`src/rtl/sprite_mem_arbiter.sv`:
```
// sprite_mem_arbiter: shares the single-port sprite RAM between the power-up
// initializer, the render fetch path (reads) and the game sprite editor
// (reads and writes).
//
// Ports:
//   i_clk, i_rst           clock, synchronous active-high reset
//   i_init_*               initializer fill port; it owns the RAM while i_init_busy is high
//   i_rnd_req/addr         render read request; o_rnd_gnt accepts it, o_rnd_rvalid returns it
//   i_gm_req/we/addr/wdata game access; o_gm_gnt accepts it, o_gm_rvalid returns reads
//   o_rdata                shared read data, qualified by the rvalids
//   o_oob_err              sticky flag: a game access was out of bounds
//   o_mem_*, i_mem_rdata   RAM port (synchronous read, data one cycle after the address)
module sprite_mem_arbiter #(
  parameter int unsigned SPRITE_WORDS = 4608,
  parameter int unsigned MAX_WAIT     = 15,
  parameter int unsigned WAIT_W       = 4
) (
  input  logic        i_clk,
  input  logic        i_rst,
  input  logic        i_init_busy,
  input  logic        i_init_we,
  input  logic [12:0] i_init_addr,
  input  logic [7:0]  i_init_data,
  input  logic        i_rnd_req,
  input  logic [12:0] i_rnd_addr,
  output logic        o_rnd_gnt,
  output logic        o_rnd_rvalid,
  input  logic        i_gm_req,
  input  logic        i_gm_we,
  input  logic [12:0] i_gm_addr,
  input  logic [7:0]  i_gm_wdata,
  output logic        o_gm_gnt,
  output logic        o_gm_rvalid,
  output logic [7:0]  o_rdata,
  output logic        o_oob_err,
  output logic [12:0] o_mem_addr,
  output logic [7:0]  o_mem_wdata,
  output logic        o_mem_we,
  input  logic [7:0]  i_mem_rdata
);

  localparam int unsigned AW = 13;
  localparam int unsigned DW = 8;

  typedef enum logic {S_INIT, S_RUN} state_t;
  typedef enum logic [1:0] {OWN_NONE, OWN_RND, OWN_GM} owner_t;

  state_t            r_state;
  logic [WAIT_W-1:0] r_wait_cnt;
  owner_t            r_own1, r_own2;
  logic              r_oob1, r_oob2;

  logic w_run, w_force, w_gm_gnt, w_rnd_gnt, w_gm_oob;

  // Grants are decided in the request cycle; reset suppresses them immediately.
  assign w_run     = (r_state == S_RUN) && !i_rst;
  assign w_force   = (r_wait_cnt == WAIT_W'(MAX_WAIT)) && i_gm_req;
  assign w_gm_gnt  = w_run && i_gm_req && (!i_rnd_req || w_force);
  assign w_rnd_gnt = w_run && i_rnd_req && !w_gm_gnt;
  assign w_gm_oob  = i_gm_addr >= AW'(SPRITE_WORDS);

  assign o_gm_gnt     = w_gm_gnt;
  assign o_rnd_gnt    = w_rnd_gnt;
  assign o_rnd_rvalid = (r_own2 == OWN_RND);
  assign o_gm_rvalid  = (r_own2 == OWN_GM);
  // Out-of-bounds game reads return zero instead of whatever the RAM drives.
  assign o_rdata      = ((r_own2 != OWN_NONE) && !r_oob2) ? i_mem_rdata : DW'(0);

  // State, RAM issue, return-tag pipeline and starvation counter.
  always_ff @(posedge i_clk) begin
    if (i_rst) begin
      r_state     <= S_INIT;
      r_wait_cnt  <= '0;
      r_own1      <= OWN_NONE;
      r_own2      <= OWN_NONE;
      r_oob1      <= 1'b0;
      r_oob2      <= 1'b0;
      o_oob_err   <= 1'b0;
      o_mem_addr  <= '0;
      o_mem_wdata <= '0;
      o_mem_we    <= 1'b0;
    end else begin
      r_own2 <= r_own1;
      r_oob2 <= r_oob1;
      r_own1 <= OWN_NONE;
      r_oob1 <= 1'b0;
      case (r_state)
        S_INIT: begin
          o_mem_addr  <= i_init_addr;
          o_mem_wdata <= i_init_data;
          o_mem_we    <= i_init_we && i_init_busy;
          r_wait_cnt  <= '0;
          if (!i_init_busy) r_state <= S_RUN;
        end
        S_RUN: begin
          o_mem_we <= 1'b0;
          if (w_gm_gnt) begin
            o_mem_addr <= i_gm_addr;
            if (i_gm_we) o_mem_wdata <= i_gm_wdata;
            o_mem_we <= i_gm_we && !w_gm_oob;
            r_own1   <= i_gm_we ? OWN_NONE : OWN_GM;
            r_oob1   <= w_gm_oob;
            if (w_gm_oob) o_oob_err <= 1'b1;
          end else if (w_rnd_gnt) begin
            o_mem_addr <= i_rnd_addr;
            r_own1     <= OWN_RND;
          end
          // Count refused cycles of a pending game request, saturating.
          if (!i_gm_req || w_gm_gnt)
            r_wait_cnt <= '0;
          else if (r_wait_cnt != WAIT_W'(MAX_WAIT))
            r_wait_cnt <= r_wait_cnt + WAIT_W'(1);
        end
        default: r_state <= S_INIT;
      endcase
    end
  end

endmodule

```
`config.mk`:
```
export PLATFORM = sky130hd
export DESIGN_NAME = sprite_mem_arbiter
export DESIGN_NICKNAME = d
export VERILOG_FILES = /design/src/rtl/sprite_mem_arbiter.sv
export SDC_FILE = /design/constraint.sdc
export NUM_CORES = 1
export LEC_CHECK = 0
export BUFFER_PORTS_ARGS = -buffer_cell sky130_fd_sc_hd__buf_2
export CAP_MARGIN = 20
export CORE_UTILIZATION = 40
export CTS_CLUSTER_DIAMETER = 60
export DETAILED_ROUTE_END_ITERATION = 8
export PLACE_DENSITY = 0.83
export SLEW_MARGIN = 25
export SYNTH_ARGS = -nofsm -noshare
export SYNTH_HDL_FRONTEND = slang
export SYNTH_SLANG_ARGS = --single-unit
```
`constraint.sdc`:
```
create_clock -name i_clk -period 1.7 [get_ports i_clk]
set_input_delay 0.255 -clock i_clk [delete_from_list [all_inputs] [get_ports i_clk]]
set_output_delay 0.255 -clock i_clk [all_outputs]
set_load 0.05 [all_outputs]
```
# After elaboration in Yosys (flattened, before gate mapping)
# Cells that the tools add are included.
[word_totals]
inputBits = 70
reg_bits = 34
[classes]
n_bitwise = 2
n_addsub = 1
muxes = 17
n_reduce_logical = 22
eq_ne = 8
magnitude_cmp = 1
[ops]
columns = ["op", "n"]
rows = [
  ["two-way mux 13 bit", 2],
  ["one-hot mux 13 bit (2 select lines)", 1],
  ["two-way mux 8 bit", 3],
  ["one-hot mux 8 bit (2 select lines)", 1],
  ["greater-or-equal comparator 13 bit (second input constant)", 1],
  ["logical AND 1 bit", 9],
  ["two-way mux 4 bit", 2],
  ["one-hot mux 4 bit (2 select lines)", 1],
  ["logical NOT 1 bit", 6],
  ["adder 4 x 1 -> 4 bit (second input constant)", 1],
  ["equality test 4 bit (second input constant)", 1],
  ["two-way mux 1 bit", 4],
  ["two-way mux 2 bit", 2],
  ["!= test 4 bit (second input constant)", 1],
  ["!= test 3 x 1 -> 1 bit (second input constant)", 1],
  ["!= test 3 x 2 -> 1 bit (second input constant)", 1],
  ["AND reduction 3 bit", 1],
  ["OR reduction 3 bit", 1],
  ["equality test 2 x 1 -> 1 bit (second input constant)", 1],
  ["equality test 2 bit (second input constant)", 1],
  ["logical OR 1 bit", 2],
  ["!= test 2 x 1 -> 1 bit (second input constant)", 1],
  ["!= test 2 bit (second input constant)", 1],
  ["inverter 1 bit", 2],
  ["4 further kinds", 4],
]

# Depth between registers and ports, before layout
# Gate-level depths: netlist of the first run.
[depth]
depth_word = 9
ltp_mapped = 6
mapped_depth_nobuf = 4

# Worst setup path after synthesis of the first run
# OpenSTA, ideal clock, no wires.
[synth_timing]
kind = "flip-flop to output port"
startpoint = "reg r_wait_cnt[0]"
endpoint = "out o_gm_gnt"
slack_ns = -0.361
path_stages_with_launch = 6
arrival_time_ns = 1.806
t_required_ns = 1.445
path_cell_list = "dfxtp_1 -> ha_1 -> and3_1 -> buf_4 -> o21ai_0 -> nor2_1"
[synth_via]
elab_chain_cells = 4
[synth_lines]
columns = ["item", "line_no", "rtl"]
rows = [
  ["start, declared", "49", "logic [WAIT_W-1:0] r_wait_cnt;"],
  ["start signal, assigned", "112", "r_wait_cnt <= r_wait_cnt + WAIT_W'(1);"],
  ["equality test 4 bit", "57", "assign w_force = (r_wait_cnt == WAIT_W'(MAX_WAIT)) && i_gm_req;"],
  ["logical AND 1 bit", "57", ""],
  ["logical OR 1 bit", "58", "assign w_gm_gnt = w_run && i_gm_req && (!i_rnd_req || w_force);"],
  ["logical AND 1 bit", "58", ""],
  ["end, declared", "32", "output logic o_gm_gnt,"],
]
# Every way passes these cells.

# Final worst setup path of the first run
[layout_timing]
startpoint = "reg r_wait_cnt[0]"
endpoint = "out o_rnd_gnt"
[layout_via]
elab_chain_cells = 6
[layout_lines]
columns = ["item", "line_no", "rtl"]
rows = [
  ["equality test 4 bit", "57", ""],
  ["logical AND 1 bit", "57", ""],
  ["logical OR 1 bit", "58", ""],
  ["logical AND 1 bit", "58", ""],
  ["logical NOT 1 bit", "59", "assign w_rnd_gnt = w_run && i_rnd_req && !w_gm_gnt;"],
  ["logical AND 1 bit", "59", ""],
  ["end, declared", "26", "output logic o_rnd_gnt,"],
]
# Every way passes these cells.

==> results by group, run 1 <==
STA
  – Actual slew at the worst max-slew pin: 0.423 ns
  – Count of final hold-check violations: 0
  – Fmax achieved: 602 MHz
  – Max transition margin: 71.5%
  – Final period utilization: 97.7%
  – TNS Setup: 0 ns
  – Fin crit period: 1.66 ns
  – Final Max Slew Viols: 0
  – Skew final: 0.00313 ns
  – Final Setup Violations: 0
  – Final WS setup: 0.0398 ns

Finish
  – Commonest non-fill, non-tap cell in the layout: buf_2
  – Share of cells above drive strength 1: 49.1%
  – Final Net Count: 395
  – P&R area growth vs syn: 42.8%
  – N_diodes: 0
  – Commonest cells after routing, fill and taps aside: buf_2 (102), dfxtp_1 (32), nor2_1 (25)

GRT
  – Largest net degree at the start of global routing: 21
  – Total global routing track utilization: 20.4%
  – Initial antenna violation count: 0
  – Global-route wire length before repair: 8.02 mm
  – Grt total ovfl: 0
  – Number of global-route vias before repair: 1832

Clock tree
  – Longest Clk Path Bufs: 2
  – CTS Buf Count: 5
  – Clk sinks: 34
  – Clock-pin slew on the worst setup and hold paths: 0.07 ns
  – TritonCTS clock tree: built
  – Root buf cell: clkbuf_8
  – Clock Latency Late Sink: 0.28 ns
  – H-tree depth: 2

Logic synthesis
  – Post-Synthesis Net Count: 283
  – Fraction of registers with async set/reset: 0%
  – Number of distinct library cells after synthesis: 32
  – Mapped Area: 1890 µm²
  – Synth Register Bits: 34
  – Gate Count Post-Synth: 212
  – Number of synthesized flops with an enable pin: 0
  – Seq/Total Area, Yosys: 36.0%
  – Ys flop type: dfxtp_1
  – Synth Area per Inst: 8.92 µm²
  – Synth Warn #: 0

Setup path
  – Worst path bufs/invs: 2
  – Critical path's top delay family: simple AND/OR/NAND/NOR gates
  – CP Max Fanout: 3
  – Critical path endpoint category: output pin
  – Critical path type: reg2out
  – Slowest cell delay on critical path: 0.33 ns
  – CP Launch Type: flop
  – CP Data Required Time: 1.44 ns
  – FF-to-FF Start: r_wait_cnt[0]$_SDFFE_PP0P_
  – CP Cell Sequence: ha_2 > buf_4 > nand4_1 > and3_4 > buf_8
  – Worst path arrival time: 1.41 ns
  – CP max-delay cell: dfxtp_2
  – Critical path origin: r_wait_cnt[0]$_SDFFE_PP0P_

Die
  – Initial Util: 42.5%
  – Die W: 70.8 µm
  – Die H: 70.8 µm
  – Row cnt: 24
  – I/O pins: 105
  – Core Area: 4440 µm²
  – Die area: 5010 µm²

Routing
  – Drt drc: 18
  – Drt total wl: 4.99 mm
  – ANT nets after route: 0
  – Iteration-0 DRC Markers: 105
  – Drt pass-1 iters: 6
  – Vias per cell: 5.22
  – DR vias: 1962
  – WL/cell: 13.3 µm

Hold path
  – Min-delay src: i_init_busy
  – Hold Crit Class: in2reg

Placed design
  – Port buffer count: 104
  – Pre-CTS WS: 0.0448 ns
  – Final HPWL DP: 3.79 mm
  – Final GP Congestion: 0.791

Job
  – Max-Cap Viols: 0

Pwr
  – Pleak: 1.31 nW
  – Pwr/cell area: 808 nW/µm²
  – Design Power: 2.18 mW
  – Worst vdd ir: 0.474 mV

Status
  – Status: finished, violations left
  – Violated checks: DRC
final timing paths:
check	cells past startpoint	slack, ns	to
hold reg to reg	1	0.44	r_oob2$_SDFF_PP0_
setup / recovery	5	0.04	o_rnd_gnt
hold / removal	2	0.17	r_state$_SDFF_PP0_
setup reg to reg	5	0.13	o_mem_wdata[3]$_SDFFE_PP0P_
cell usage after synthesis, types with 2 or more instances:
library cell  instances  area share [%]
a211oi_1             12             4.8
a21oi_1               3            0.79
and2_1                8             2.6
and3_1                3            0.99
buf_2                 7             1.9
buf_4                 2            0.79
clkbuf_1              8             1.6
dfxtp_1              34              36
inv_1                 6             1.2
mux2_2                8             4.8
mux2i_1              20              11
nand2_1              13             2.6
nand3_1               3            0.79
nor2_1               27             5.4
nor2b_1              14             4.6
nor3_1                4             1.1
o211ai_1             13             5.2
o21ai_0               2            0.53
o221a_2              12             7.1
registers in the layout (all words and copies together) (netlist names):
name         count
o_oob_err        1
o_mem_addr      13
o_mem_we         1
r_state          1
o_mem_wdata      8
r_own2           2
r_own1           2
r_oob1           1
r_oob2           1
r_wait_cnt       4
routing by layer:
metal,GRT usage [%],share of wire [%],vias up
li1,-,-,993
met1,23.9,42,900
met2,35.5,50,60
met3,4.84,5.3,9
met4,9.33,2.2,0
met5,0,0,-
stage by stage:
step	hold WS, ns	cells	util [%]	cell area [µm²]
floorplan	0.334	212	-	1900
detailed placement	0.424	365	56.5	2510
global placement	0.416	365	56.5	2510
global route	0.163	376	60.8	2700
CTS	0.160	373	60.1	2670
finish	0.173	376	60.8	2700
report_power, final:
group,internal (mW),switching (mW),leakage (nW)
registers,0.846,0.0232,0.281
logic,0.218,0.350,0.971
clock network,0.469,0.274,0.0573
worst reg2reg max path, delay by kind of cell, from the launching register on:
| kind | cells | cell delay, ns |
|---|---|---|
| buffers and inverters | 1 | 0.21 |
| flip-flops | 1 | 0.32 |
| AO/OA/AOI/OAI | 1 | 0.19 |
| AND/OR/NAND/NOR | 1 | 0.21 |
| adder cells (fa/ha/maj) | 1 | 0.18 |
| multiplexers | 1 | 0.34 |
what timing repair did:
item | 4_1_cts | 5_1_grt
endpoints found under the hold margin | 0 | 0
buffers inserted | 1 | 3
hold buffers | 0 | 0
resized for setup | 11 | 3
endpoints found under the setup margin | 2 | 10
pin swaps | 1 | 2
cell type report:
cell class / instances / area [µm²]
Fill cell: 408 / 1740
Multi-Input combinational cell: 154 / 1140
Sequential cell: 34 / 683
Timing Repair Buffer: 123 / 679
Clock buffer: 6 / 82.6
Tap cell: 52 / 65.1
Clock inverter: 1 / 30.0
Inverter: 6 / 22.5
cell families (layout without fill, tap and decap cells):
family / count (synthesis) / after routing / share of synthesized area, %
DFF: 34 / 34 / 36.0
AOI/OAI and AO/OA: 47 / 47 / 21.6
adders and majority gates: 1 / 1 / 0.662
xor gates and xnor gates: 1 / 1 / 0.463
buffers and inverters: 24 / 136 / 5.62
and+or+nand+nor: 77 / 77 / 20.3
muxes: 28 / 28 / 15.4
Note: power is estimated with default switching activity, not from simulation.
==> run 2: changes to the inputs <==
CORE_UTILIZATION = 48   (was 40)
CTS_CLUSTER_SIZE = 28   (was unset)
PLACE_DENSITY = 0.93   (was 0.83)
clock period = 2.1 ns   (was 1.7 ns; I/O delays follow)
==> run 2 against run 1 <==
Effect of this change:
- wire length is 0.40% higher
- clock power fell by 34%
- global-route usage is 4.2 points higher
- flip-flop and latch count is the same
- die area down 16%
- via count up 0.10%
- register-to-register slack improved by 0.02 ns
- combinational power is 20% lower
- clock skew grew 0.0037 ns
- the flow now finishes without violations
- critical path type is now reg2reg
==> results by group, run 2 (synthesis results as in run 1) <==
Status
  – Status: finished clean

Setup path
  – CP Data Required Time: 2.27 ns
  – Slowest cell delay on critical path: 0.57 ns
  – Critical path endpoint category: flop
  – Worst path bufs/invs: 0
  – CP Max Fanout: 8
  – CP Launch Type: flop
  – CP Cell Sequence: ha_1 > and3_2 > a311oi_4 > mux2_2
  – CP max-delay cell: a311oi_4
  – Worst path arrival time: 2.11 ns
  – Critical path's top delay family: compound AO/OA/AOI/OAI gates
  – Critical path type: reg2reg

GRT
  – Largest net degree at the start of global routing: 31
  – Global-route wire length before repair: 7.94 mm
  – Grt total ovfl: 0
  – Number of global-route vias before repair: 1771
  – Total global routing track utilization: 24.6%
  – Initial antenna violation count: 0

Finish
  – Max reg flops: 13
  – Final non-filler cell total: 365
  – P&R area growth vs syn: 35.8%
  – Post-Layout Inst Area: 2570 µm²
  – Commonest non-fill, non-tap cell in the layout: buf_2
  – Most flops, register: o_mem_addr
  – Fillers: 303
  – N_diodes: 0
  – Final Net Count: 387
  – Commonest cells after routing, fill and taps aside: buf_2 (103), dfxtp_1 (34), nor2_1 (26)
  – Biggest regs: o_mem_addr x13, o_mem_wdata x8, r_wait_cnt x4
  – Share of cells above drive strength 1: 45.7%

Clock tree
  – Root buf cell: clkbuf_8
  – H-tree depth: 2
  – Hold-fix buffer count after cts: 0
  – Clk sinks: 34
  – TritonCTS clock tree: built
  – CTS Buf Count: 5
  – Longest Clk Path Bufs: 2
  – Clock Latency Late Sink: 0.28 ns
  – Clock-pin slew on the worst setup and hold paths: 0.06 ns

STA
  – Final Setup Violations: 0
  – RSZ-0062 raised after global routing: no
  – Fmax achieved: 513 MHz
  – Max transition margin: 62.9%
  – Skew final: 0.00684 ns
  – Final Max Slew Viols: 0
  – TNS Setup: 0 ns
  – Actual slew at the worst max-slew pin: 0.557 ns
  – Fin crit period: 1.95 ns
  – Count of final hold-check violations: 0
  – Final period utilization: 92.8%

Die
  – Die H: 64.8 µm
  – I/O pins: 105
  – Core Area: 3720 µm²
  – Initial Util: 50.9%
  – Die area: 4190 µm²
  – Row cnt: 22
  – Die W: 64.8 µm

Placed design
  – Final HPWL DP: 3.83 mm
  – Placed cells: 357
  – Final GP Congestion: 0.739
  – DP Area: 2470 µm²
  – Port buffer count: 104

Routing
  – WL/cell: 13.7 µm
  – Vias per cell: 5.38
  – ANT nets after route: 0
  – Drt drc: 0
  – Drt total wl: 5.01 mm
  – Iteration-0 DRC Markers: 100
  – DR vias: 1964
  – Drt pass-1 iters: 4

Pwr
  – Pwr/cell area: 641 nW/µm²
  – Worst vdd ir: 0.455 mV
  – Pleak: 1.26 nW

Job
  – Max-Cap Viols: 0

Hold path
  – Hold Crit Class: in2reg
-- run 2: cell types whose count changed in the layout (fill, tap and decap cells not counted), moves of 2 or more --
cell     previous run  this run
dfxtp_2             2         0
and3_4              2         0
buf_4              19        12
dfxtp_1            32        34
-- run 2: repair_timing --
| action | 4_1_cts | 5_1_grt |
|---|---|---|
| gates resized for setup | 1 | 2 |
| pin swaps | 0 | 0 |
| setup endpoints to repair | 1 | 1 |
| hold endpoints to repair | 0 | 0 |
| setup buffers | 0 | 0 |
-- run 2: area by class of cell --
class                           instances  area, µm²  share of cell area, %
Clock inverter                          1       5.00                  0.195
Tap cell                               48       60.1                   2.34
Timing Repair Buffer                  115        606                   23.6
Clock buffer                            7       86.3                   3.36
Inverter                                6       22.5                  0.877
Sequential cell                        34        681                   26.5
Multi-Input combinational cell        154       1110                   43.1
-- run 2: final timing paths --
check,from,endpoint,slack (ns),cells past startpoint
setup / recovery,r_wait_cnt[0]$_SDFFE_PP0P_,o_mem_wdata[7]$_SDFFE_PP0P_,0.15,4
hold / removal,i_init_busy,r_state$_SDFF_PP0_,0.23,2
setup reg to reg,r_wait_cnt[0]$_SDFFE_PP0P_,o_mem_wdata[7]$_SDFFE_PP0P_,0.15,4
hold reg to reg,r_own1[1]$_SDFF_PP0_,r_own2[1]$_SDFF_PP0_,0.44,1
-- run 2: report_power, final --
group / leakage, nW / internal (mW) / switching, mW / total [mW]
Clock: 0.0482 / 0.264 / 0.225 / 0.489
Combinational: 0.933 / 0.169 / 0.285 / 0.454
Sequential: 0.280 / 0.685 / 0.0179 / 0.702
-- run 2: worst register-to-register path: cells and delay by family, from the launching register on --
family | cells | cell delay (ns)
muxes | 1 | 0.41
DFF | 1 | 0.33
AOI/OAI and AO/OA | 1 | 0.57
adders and majority gates | 1 | 0.26
and+or+nand+nor | 1 | 0.27
-- run 2: metal layers --
| metal | vias up | GRT usage [%] | part of all wire, % |
|---|---|---|---|
| met5 | - | 0 | 0 |
| met4 | 0 | 10.0 | 2.3 |
| met3 | 10 | 5.99 | 5.8 |
| met2 | 70 | 43.0 | 51 |
| met1 | 908 | 28.3 | 41 |
| li1 | 976 | - | - |
-- run 2: per-stage QoR --
stage / worst slack [ns] / hold WS, ns / power (mW) / util [%]
after floorplan: 0.179 / 0.394 / 1.02 / -
after global routing: 0.0789 / 0.216 / 1.73 / 69.1
after detailed placement: 0.177 / 0.429 / 1.17 / 66.5
final: 0.152 / 0.230 / 1.65 / 69.1
after global placement: 0.268 / 0.424 / 1.16 / 66.5
after CTS: 0.0548 / 0.223 / 1.66 / 69.1
